**config.mk**
```make
export PLATFORM = sky130hd
export DESIGN_NAME = tlb_op_unit
export DESIGN_NICKNAME = d
export VERILOG_FILES = /design/src/rtl/tlb_op_unit.sv
export SDC_FILE = /design/constraint.sdc
export NUM_CORES = 1
export LEC_CHECK = 0
export BUFFER_PORTS_ARGS = -buffer_cell sky130_fd_sc_hd__buf_2
export CORE_AREA = 2 2 181 183
export DETAILED_ROUTE_END_ITERATION = 8
export DIE_AREA = 0 0 183 185
export GPL_ROUTABILITY_DRIVEN = 0
export SYNTH_ARGS = -nofsm -noshare
export SYNTH_HDL_FRONTEND = slang
export SYNTH_SLANG_ARGS = --single-unit
```
**constraint.sdc**
```tcl
create_clock -name clk -period 25.6 [get_ports clk]
set_input_delay 5.12 -clock clk [delete_from_list [all_inputs] [get_ports clk]]
set_output_delay 5.12 -clock clk [all_outputs]
set_load 0.02 [all_outputs]
```
**src/rtl/tlb_op_unit.sv**
```systemverilog
// Sequencer for TLB maintenance instructions: latches operands from EX/CSRs,
// performs one TLB access in EXEC, and returns CSR update data with done in RESP.
module tlb_op_unit #(
  parameter int TLBNUM = 16,
  localparam int IW = $clog2(TLBNUM)
) (
  input  logic          clk,
  input  logic          rst,
  input  logic          op_valid,
  output logic          op_ready,
  input  logic [2:0]    op_type,
  input  logic [4:0]    inv_op,
  input  logic [9:0]    inv_asid,
  input  logic [18:0]   inv_vppn,
  input  logic [18:0]   csr_ehi_vppn,
  input  logic [9:0]    csr_asid,
  input  logic [IW-1:0] csr_idx_index,
  input  logic [5:0]    csr_idx_ps,
  input  logic          csr_idx_ne,
  input  logic [25:0]   csr_elo0,
  input  logic [25:0]   csr_elo1,
  input  logic          csr_g,
  input  logic          csr_tlbr_mode,
  output logic          done,
  output logic          op_ine,
  output logic          upd_idx_we,
  output logic          upd_idx_ne,
  output logic [IW-1:0] upd_idx_index,
  output logic [5:0]    upd_idx_ps,
  output logic          upd_entry_we,
  output logic [18:0]   upd_vppn,
  output logic [9:0]    upd_asid,
  output logic [25:0]   upd_elo0,
  output logic [25:0]   upd_elo1,
  output logic          upd_g,
  output logic          tlb_s_sel,
  output logic [18:0]   tlb_s_vppn,
  output logic [9:0]    tlb_s_asid,
  input  logic          tlb_s_found,
  input  logic [IW-1:0] tlb_s_index,
  output logic [IW-1:0] tlb_r_index,
  input  logic          tlb_r_e,
  input  logic [18:0]   tlb_r_vppn,
  input  logic [5:0]    tlb_r_ps,
  input  logic [9:0]    tlb_r_asid,
  input  logic          tlb_r_g,
  input  logic [25:0]   tlb_r_elo0,
  input  logic [25:0]   tlb_r_elo1,
  output logic          tlb_we,
  output logic [IW-1:0] tlb_w_index,
  output logic          tlb_w_e,
  output logic [18:0]   tlb_w_vppn,
  output logic [5:0]    tlb_w_ps,
  output logic [9:0]    tlb_w_asid,
  output logic          tlb_w_g,
  output logic [25:0]   tlb_w_elo0,
  output logic [25:0]   tlb_w_elo1,
  output logic          tlb_inv_valid,
  output logic [4:0]    tlb_inv_op
);
  localparam logic [1:0] S_IDLE = 2'd0, S_EXEC = 2'd1, S_RESP = 2'd2;
  localparam logic [2:0] OP_SRCH = 3'd0, OP_RD = 3'd1, OP_WR = 3'd2,
                         OP_FILL = 3'd3, OP_INV = 3'd4;

  logic [1:0]    state;
  logic [2:0]    op_q;
  logic [4:0]    inv_op_q;
  logic [9:0]    inv_asid_q, asid_q;
  logic [18:0]   inv_vppn_q, vppn_q;
  logic [IW-1:0] idx_q, fill_ptr;
  logic [5:0]    ps_q;
  logic          ne_q, g_q, tlbr_q, ine_q;
  logic [25:0]   elo0_q, elo1_q;
  logic          found_q, r_e_q, r_g_q;
  logic [IW-1:0] s_index_q;
  logic [18:0]   r_vppn_q;
  logic [5:0]    r_ps_q;
  logic [9:0]    r_asid_q;
  logic [25:0]   r_elo0_q, r_elo1_q;
  logic          illegal;

  assign illegal = (op_type > OP_INV) || ((op_type == OP_INV) && (inv_op > 5'd6));

  // Handshake: a request is taken on any edge where op_valid && op_ready;
  // op_ready is high only in IDLE, and a request seen while it is low is dropped.
  assign op_ready = (state == S_IDLE);

  always_ff @(posedge clk) begin
    if (rst) begin
      state    <= S_IDLE;
      fill_ptr <= '0;
      ine_q    <= 1'b0;
      op_q     <= OP_SRCH;
    end else begin
      case (state)
        S_IDLE: if (op_valid) begin
          op_q       <= op_type;
          inv_op_q   <= inv_op;
          inv_asid_q <= inv_asid;
          inv_vppn_q <= inv_vppn;
          vppn_q     <= csr_ehi_vppn;
          asid_q     <= csr_asid;
          idx_q      <= csr_idx_index;
          ps_q       <= csr_idx_ps;
          ne_q       <= csr_idx_ne;
          elo0_q     <= csr_elo0;
          elo1_q     <= csr_elo1;
          g_q        <= csr_g;
          tlbr_q     <= csr_tlbr_mode;
          ine_q      <= illegal;
          state      <= illegal ? S_RESP : S_EXEC;
        end
        S_EXEC: begin
          found_q   <= tlb_s_found;
          s_index_q <= tlb_s_index;
          r_e_q     <= tlb_r_e;
          r_vppn_q  <= tlb_r_vppn;
          r_ps_q    <= tlb_r_ps;
          r_asid_q  <= tlb_r_asid;
          r_g_q     <= tlb_r_g;
          r_elo0_q  <= tlb_r_elo0;
          r_elo1_q  <= tlb_r_elo1;
          if (op_q == OP_FILL)
            fill_ptr <= (fill_ptr == IW'(TLBNUM - 1)) ? '0 : fill_ptr + IW'(1);
          state <= S_RESP;
        end
        S_RESP:  state <= S_IDLE;
        default: state <= S_IDLE;
      endcase
    end
  end

  // Write and invalidate strobes are masked by rst so a reset during EXEC
  // leaves the TLB untouched.
  always_comb begin
    done = 1'b0; op_ine = 1'b0;
    upd_idx_we = 1'b0; upd_idx_ne = 1'b0; upd_idx_index = '0; upd_idx_ps = '0;
    upd_entry_we = 1'b0; upd_vppn = '0; upd_asid = '0; upd_elo0 = '0;
    upd_elo1 = '0; upd_g = 1'b0;
    tlb_s_sel = 1'b0; tlb_s_vppn = '0; tlb_s_asid = '0; tlb_r_index = '0;
    tlb_we = 1'b0; tlb_w_index = '0; tlb_w_e = 1'b0; tlb_w_vppn = '0;
    tlb_w_ps = '0; tlb_w_asid = '0; tlb_w_g = 1'b0; tlb_w_elo0 = '0;
    tlb_w_elo1 = '0; tlb_inv_valid = 1'b0; tlb_inv_op = '0;
    if (state == S_EXEC) begin
      case (op_q)
        OP_SRCH: begin
          tlb_s_sel  = 1'b1;
          tlb_s_vppn = vppn_q;
          tlb_s_asid = asid_q;
        end
        OP_RD: tlb_r_index = idx_q;
        OP_WR, OP_FILL: begin
          tlb_we      = ~rst;
          tlb_w_index = (op_q == OP_WR) ? idx_q : fill_ptr;
          tlb_w_e     = tlbr_q | ~ne_q;
          tlb_w_vppn  = vppn_q;
          tlb_w_ps    = ps_q;
          tlb_w_asid  = asid_q;
          tlb_w_g     = g_q;
          tlb_w_elo0  = elo0_q;
          tlb_w_elo1  = elo1_q;
        end
        OP_INV: begin
          tlb_s_sel     = 1'b1;
          tlb_s_vppn    = inv_vppn_q;
          tlb_s_asid    = inv_asid_q;
          tlb_inv_valid = ~rst;
          tlb_inv_op    = inv_op_q;
        end
        default: ;
      endcase
    end else if (state == S_RESP) begin
      done   = 1'b1;
      op_ine = ine_q;
      if (!ine_q && op_q == OP_SRCH) begin
        upd_idx_we    = 1'b1;
        upd_idx_ne    = ~found_q;
        upd_idx_index = found_q ? s_index_q : idx_q;
        upd_idx_ps    = ps_q;
      end else if (!ine_q && op_q == OP_RD) begin
        upd_idx_we    = 1'b1;
        upd_entry_we  = 1'b1;
        upd_idx_ne    = ~r_e_q;
        upd_idx_index = idx_q;
        if (r_e_q) begin
          upd_idx_ps = r_ps_q;
          upd_vppn   = r_vppn_q;
          upd_asid   = r_asid_q;
          upd_g      = r_g_q;
          upd_elo0   = r_elo0_q;
          upd_elo1   = r_elo1_q;
        end
      end
    end
  end
endmodule

```
# After elaboration in Yosys (flattened, before gate mapping)

Cells that the tools add are included.

Flip-flop bits (word level): 232
Latch bits: 0
Bits in writable memories: 0
Memory bits (read-only): 0
Output and inout port bits: 232
Memories: 0

$add $sub $neg: 1
$mul: 0
Div/mod/pow operators: 0
$lt $le $gt $ge: 2
Eq/ne operators: 9
Shift-type cells: 0
Mux-type cells: 85
Bitwise operators: 5
Reductions and logical operators: 13

Operators by type and width:

| kind                                                          | number |
|---|---|
| 2-to-1 mux 26 bit                                             | 14 |
| 2-to-1 mux 19 bit                                             | 8 |
| 2-to-1 mux 10 bit                                             | 8 |
| 2-to-1 mux 4 bit                                              | 11 |
| 2-to-1 mux 6 bit                                              | 7 |
| case mux 19 bit (2 select lines)                              | 1 |
| 2-to-1 mux 1 bit                                              | 30 |
| case mux 10 bit (2 select lines)                              | 1 |
| 2-to-1 mux 5 bit                                              | 2 |
| == test 3 x 2 -> 1 bit, second input constant                 | 2 |
| == test 3 bit, second input constant                          | 2 |
| AND reduction 2 bit                                           | 3 |
| greater-than comparator 5 x 3 -> 1 bit, second input constant | 1 |
| adder 4 x 1 -> 4 bit, second input constant                   | 1 |
| == test 4 bit, second input constant                          | 1 |
| 2-to-1 mux 2 bit                                              | 2 |
| NOT 1 bit                                                     | 4 |
| case mux 2 bit (2 select lines)                               | 1 |
| OR reduction 2 bit                                            | 2 |
| == test 3 x 1 -> 1 bit, second input constant                 | 1 |
| greater-than comparator 3 bit, second input constant          | 1 |
| logical AND 1 bit                                             | 3 |
| logical NOT 3 bit                                             | 1 |
| AND reduction 3 bit                                           | 1 |
| 7 further kinds                                               | 7 |

# Logic depth before layout (Yosys ltp)

Depth after elaboration: 6
Depth in mapped cells: 6
Mapped depth without buffers: 4

# Worst setup path before layout

Ideal clock, no wire load.

Kind: input-to-output
From: input port rst
To: output port tlb_inv_valid
Arrival time: 9609 ps
Required time: 20480 ps
Slack: 10871 ps
Stages: 2
Path buffers: 0
Cells stage by stage: nor2_1 -> and2_1

Longest elaborated chain between the ends: 3

RTL lines:

| item                | line | text |
|---|---|---|
| from (decl)         | 8    | `input logic rst,` |
| NOT 1 bit (no line) | n/a  |  |
| 2-to-1 mux 1 bit    | 145  | `case (op_q)` |
| 2-to-1 mux 1 bit    | 144  | `if (state == S_EXEC) begin` |
| to (decl)           | 58   | `output logic tlb_inv_valid,` |

No other way between the ends.

# Final worst setup path

Ends and elaborated chain as after synthesis.

==> metrics.md <==
| Metric | Value |
|---|---|
| Crit path from | rst |
| Hold Crit Class | flip-flop to flip-flop |
| Cell Pwr Density | 69.43 nW/µm² |
| Max frequency | 90.80 MHz |
| Worst flop-to-flop path endpoint | r_asid_q[7] |
| CP Max Fanout | 13 |
| Number of cells upsized or downsized after cts | 0 |
| Seq pwr share | 49.6% |
| Clk sink count | 232 |
| Via/cell ratio | 4.402 |
| Share of the synthesized area in the top cell type | 73.31% |
| Total setup buffers inserted after CTS | 0 |
| Final setup skew | 0.004808 ns |
| Worst Hold Slack | 0.5146 ns |
| Worst Reg-to-Reg Cells | 4 |
| Grt total ovfl | 0 |
| DRT iter0 DRCs | 282 |
| Number of synthesized register bits | 232 |
| First-pass GRT wire length | 39230 µm |
| Worst skew pair latency | 0.53 ns |
| Synth Net Count | 825 |
| Max-slew violation count | 0 |
| Post-synthesis instance total | 596 |
| Die Ht | 185 µm |
| Post-DP HPWL | 20740 µm |
| Layout area overhead | 39.65% |
| Final Hold Viols | 0 |
| Most frequent cells in the layout | buf_2 (459), edfxtp_1 (222), and2_1 (178) |
| Tightest Pin Transition | 1.077 ns |
| Drt pass-1 iters | 4 |
| Crit Path Class | primary input to output pin |
| Cts bufs inserted | 27 |
| IO buf count | 459 |
| Peak supply drop | 0.00005274 V |
| Commonest non-fill, non-tap cell in the layout | buf_2 |
| Reg-to-reg setup timing slack | 22.76 ns |
| Synth warn | 0 |
| Net Sw Power | 0.1869 mW |
| Cell Area, Synth | 9094 µm² |
| Hold Crit Start | fill_ptr[3] |
| Leak | 5.622 nW |
| Post-layout net count | 1284 |
| FILL cells | 3150 |
| RSZ-0062 raised after global routing | no |
| Int Pwr | 0.6949 mW |
| Max-cap viol count | 0 |
| Arr. time, crit path | 5.89 ns |
| TNS Setup | 0 ns |
| Top post-synthesis cells by area | edfxtp_1 (73%), and2_1 (12%), a22oi_1 (2.4%) |
| Sw Ratio | 21.19% |
| H-tree Lvls | 1 |
| Start of the worst register-to-register path | state[1] |
| Cell variety after synth | 36 |
| CP required | 20.48 ns |
| Routed len/inst | 18.84 µm |
| Clock share of power | 44.4% |
| CTS Buffer Depth | 3 |
| Post-synthesis sequential area ratio | 75.51% |
| Final antenna-violating net count | 0 |
| DP Area | 11790 µm² |
| Largest net degree at the start of global routing | 91 |
| # IOs | 460 |
| Antenna violations before repair | 18 |
| Status | complete, no violations |
| DRC errors left | 0 |
| Part of the power in combinational logic | 6.1% |
| CTS clock-pin slew for the worst setup and hold paths | 0.06 ns |
| Dominant synthesized flop cell | edfxtp_1 |
| Leading area contributor after synthesis | edfxtp_1 |
| Total GRT Usage | 15.58% |
| CTS Root Cell | clkbuf_16 |
| Post-synth EDFFs | 222 |
| Final setup viols | 0 |
| Worst rel slew slack | 28.19% |
| Core ar. | 32040 µm² |
| Worst setup path end | tlb_inv_valid |
| Post-CTS Hold Buffers | 0 |
| Mapped Avg Cell Area | 15.26 µm² |
| Startpoint types | primary input |
| Final min period | 11.01 ns |
| Vias | 6541 |
| Design area | 12700 µm² |
| Post-synthesis async set-or-reset flop share | 0% |
| Layout cells sized above 1 | 48.22% |
| Initial cell density of the core | 28.38% |
| Die width | 183 µm |
| CP endpoint kind | output pin |
| Die area | 33860 µm² |
| CTS tree | done |
| Final worst-path cycle share | 43.02% |
| Num rows | 66 |
| Vias in the first global route | 6485 |
| Total wire length | 27990 µm |
cell type report:
type                            instances  area, µm²  area share [%]
Sequential cell                       232       6867           54.07
Timing Repair Buffer                  466       2350           18.50
Multi-Input combinational cell        324       2051           16.15
Clock buffer                           29      683.2           5.379
Tap cell                              408      510.5           4.020
Clock inverter                         15      203.9           1.606
Antenna cell                            8      20.02          0.1576
Inverter                                4      15.01          0.1182
registers in the layout (all words and copies together) (netlist names), 19 cells and up:
| register | count |
|---|---|
| vppn_q | 19 |
| elo1_q | 26 |
| inv_vppn_q | 19 |
| r_elo1_q | 26 |
| elo0_q | 26 |
| r_vppn_q | 19 |
| r_elo0_q | 26 |
worst min-delay path by stage:
stage | end | depth (start not counted)
after floorplan | fill_ptr[3] | 2
after global placement | fill_ptr[3] | 2
after detailed placement | fill_ptr[3] | 2
after CTS | fill_ptr[3] | 2
after global routing | fill_ptr[3] | 2
final | fill_ptr[3] | 2
cells by family after synthesis:
logic type | Yosys count | share of synthesized area (%)
and+or+nand+nor | 262 | 16.99
DFF | 232 | 75.51
AOI/OAI and AO/OA | 50 | 3.880
buffers and inverters | 40 | 2.270
muxes | 11 | 1.211
adders and majority gates | 1 | 0.1376
metal layers:
layer	wire [µm]	global-route usage [%]	up-vias
met5	153	0	-
li1	-	-	3070
met3	2754	6.115	64
met2	14010	28.26	329
met4	872	5.216	20
met1	10200	16.50	3058
stage by stage:
step                utilization [%]  instances  setup slack [ns]  power, mW
floorplan                         -        596             10.87     0.4706
global placement              36.80       1434             14.55     0.4983
detailed placement            36.80       1434             14.56     0.4997
CTS                           39.57       1478             14.56     0.8952
global route                  39.59       1480             14.54     0.9145
finish                        39.64       1486             14.59     0.8818
cells in the mapped netlist, types with 2 or more instances:
master	number
a21oi_1	7
a22oi_1	29
a32oi_1	6
and2_1	178
and3_1	7
buf_2	6
buf_4	11
clkbuf_1	17
dfxtp_1	10
edfxtp_1	222
inv_1	3
mux2i_1	11
nand2_1	4
nand2b_1	2
nand3_1	2
nor2_1	50
nor2b_1	3
nor3_1	3
nor3b_2	3
nor4_1	2
o21ai_0	4
or4_1	2
power by group through the flow:
| stage | sequential (mW) | clock, mW | combinational (mW) |
|---|---|---|---|
| after global placement | 0.445 | 0 | 0.0534 |
| final | 0.437 | 0.391 | 0.0534 |
| after detailed placement | 0.445 | 0 | 0.0545 |
| after floorplan | 0.445 | 0 | 0.0259 |
| after global routing | 0.438 | 0.417 | 0.0587 |
| after CTS | 0.437 | 0.403 | 0.0548 |
critical path, stage by stage:
cell and delay [ns]:
buf_2 0.30, nor2_4 0.09, and2_1 0.21, buf_2 0.16
No activity file was read; power rests on OpenSTA's default activity.
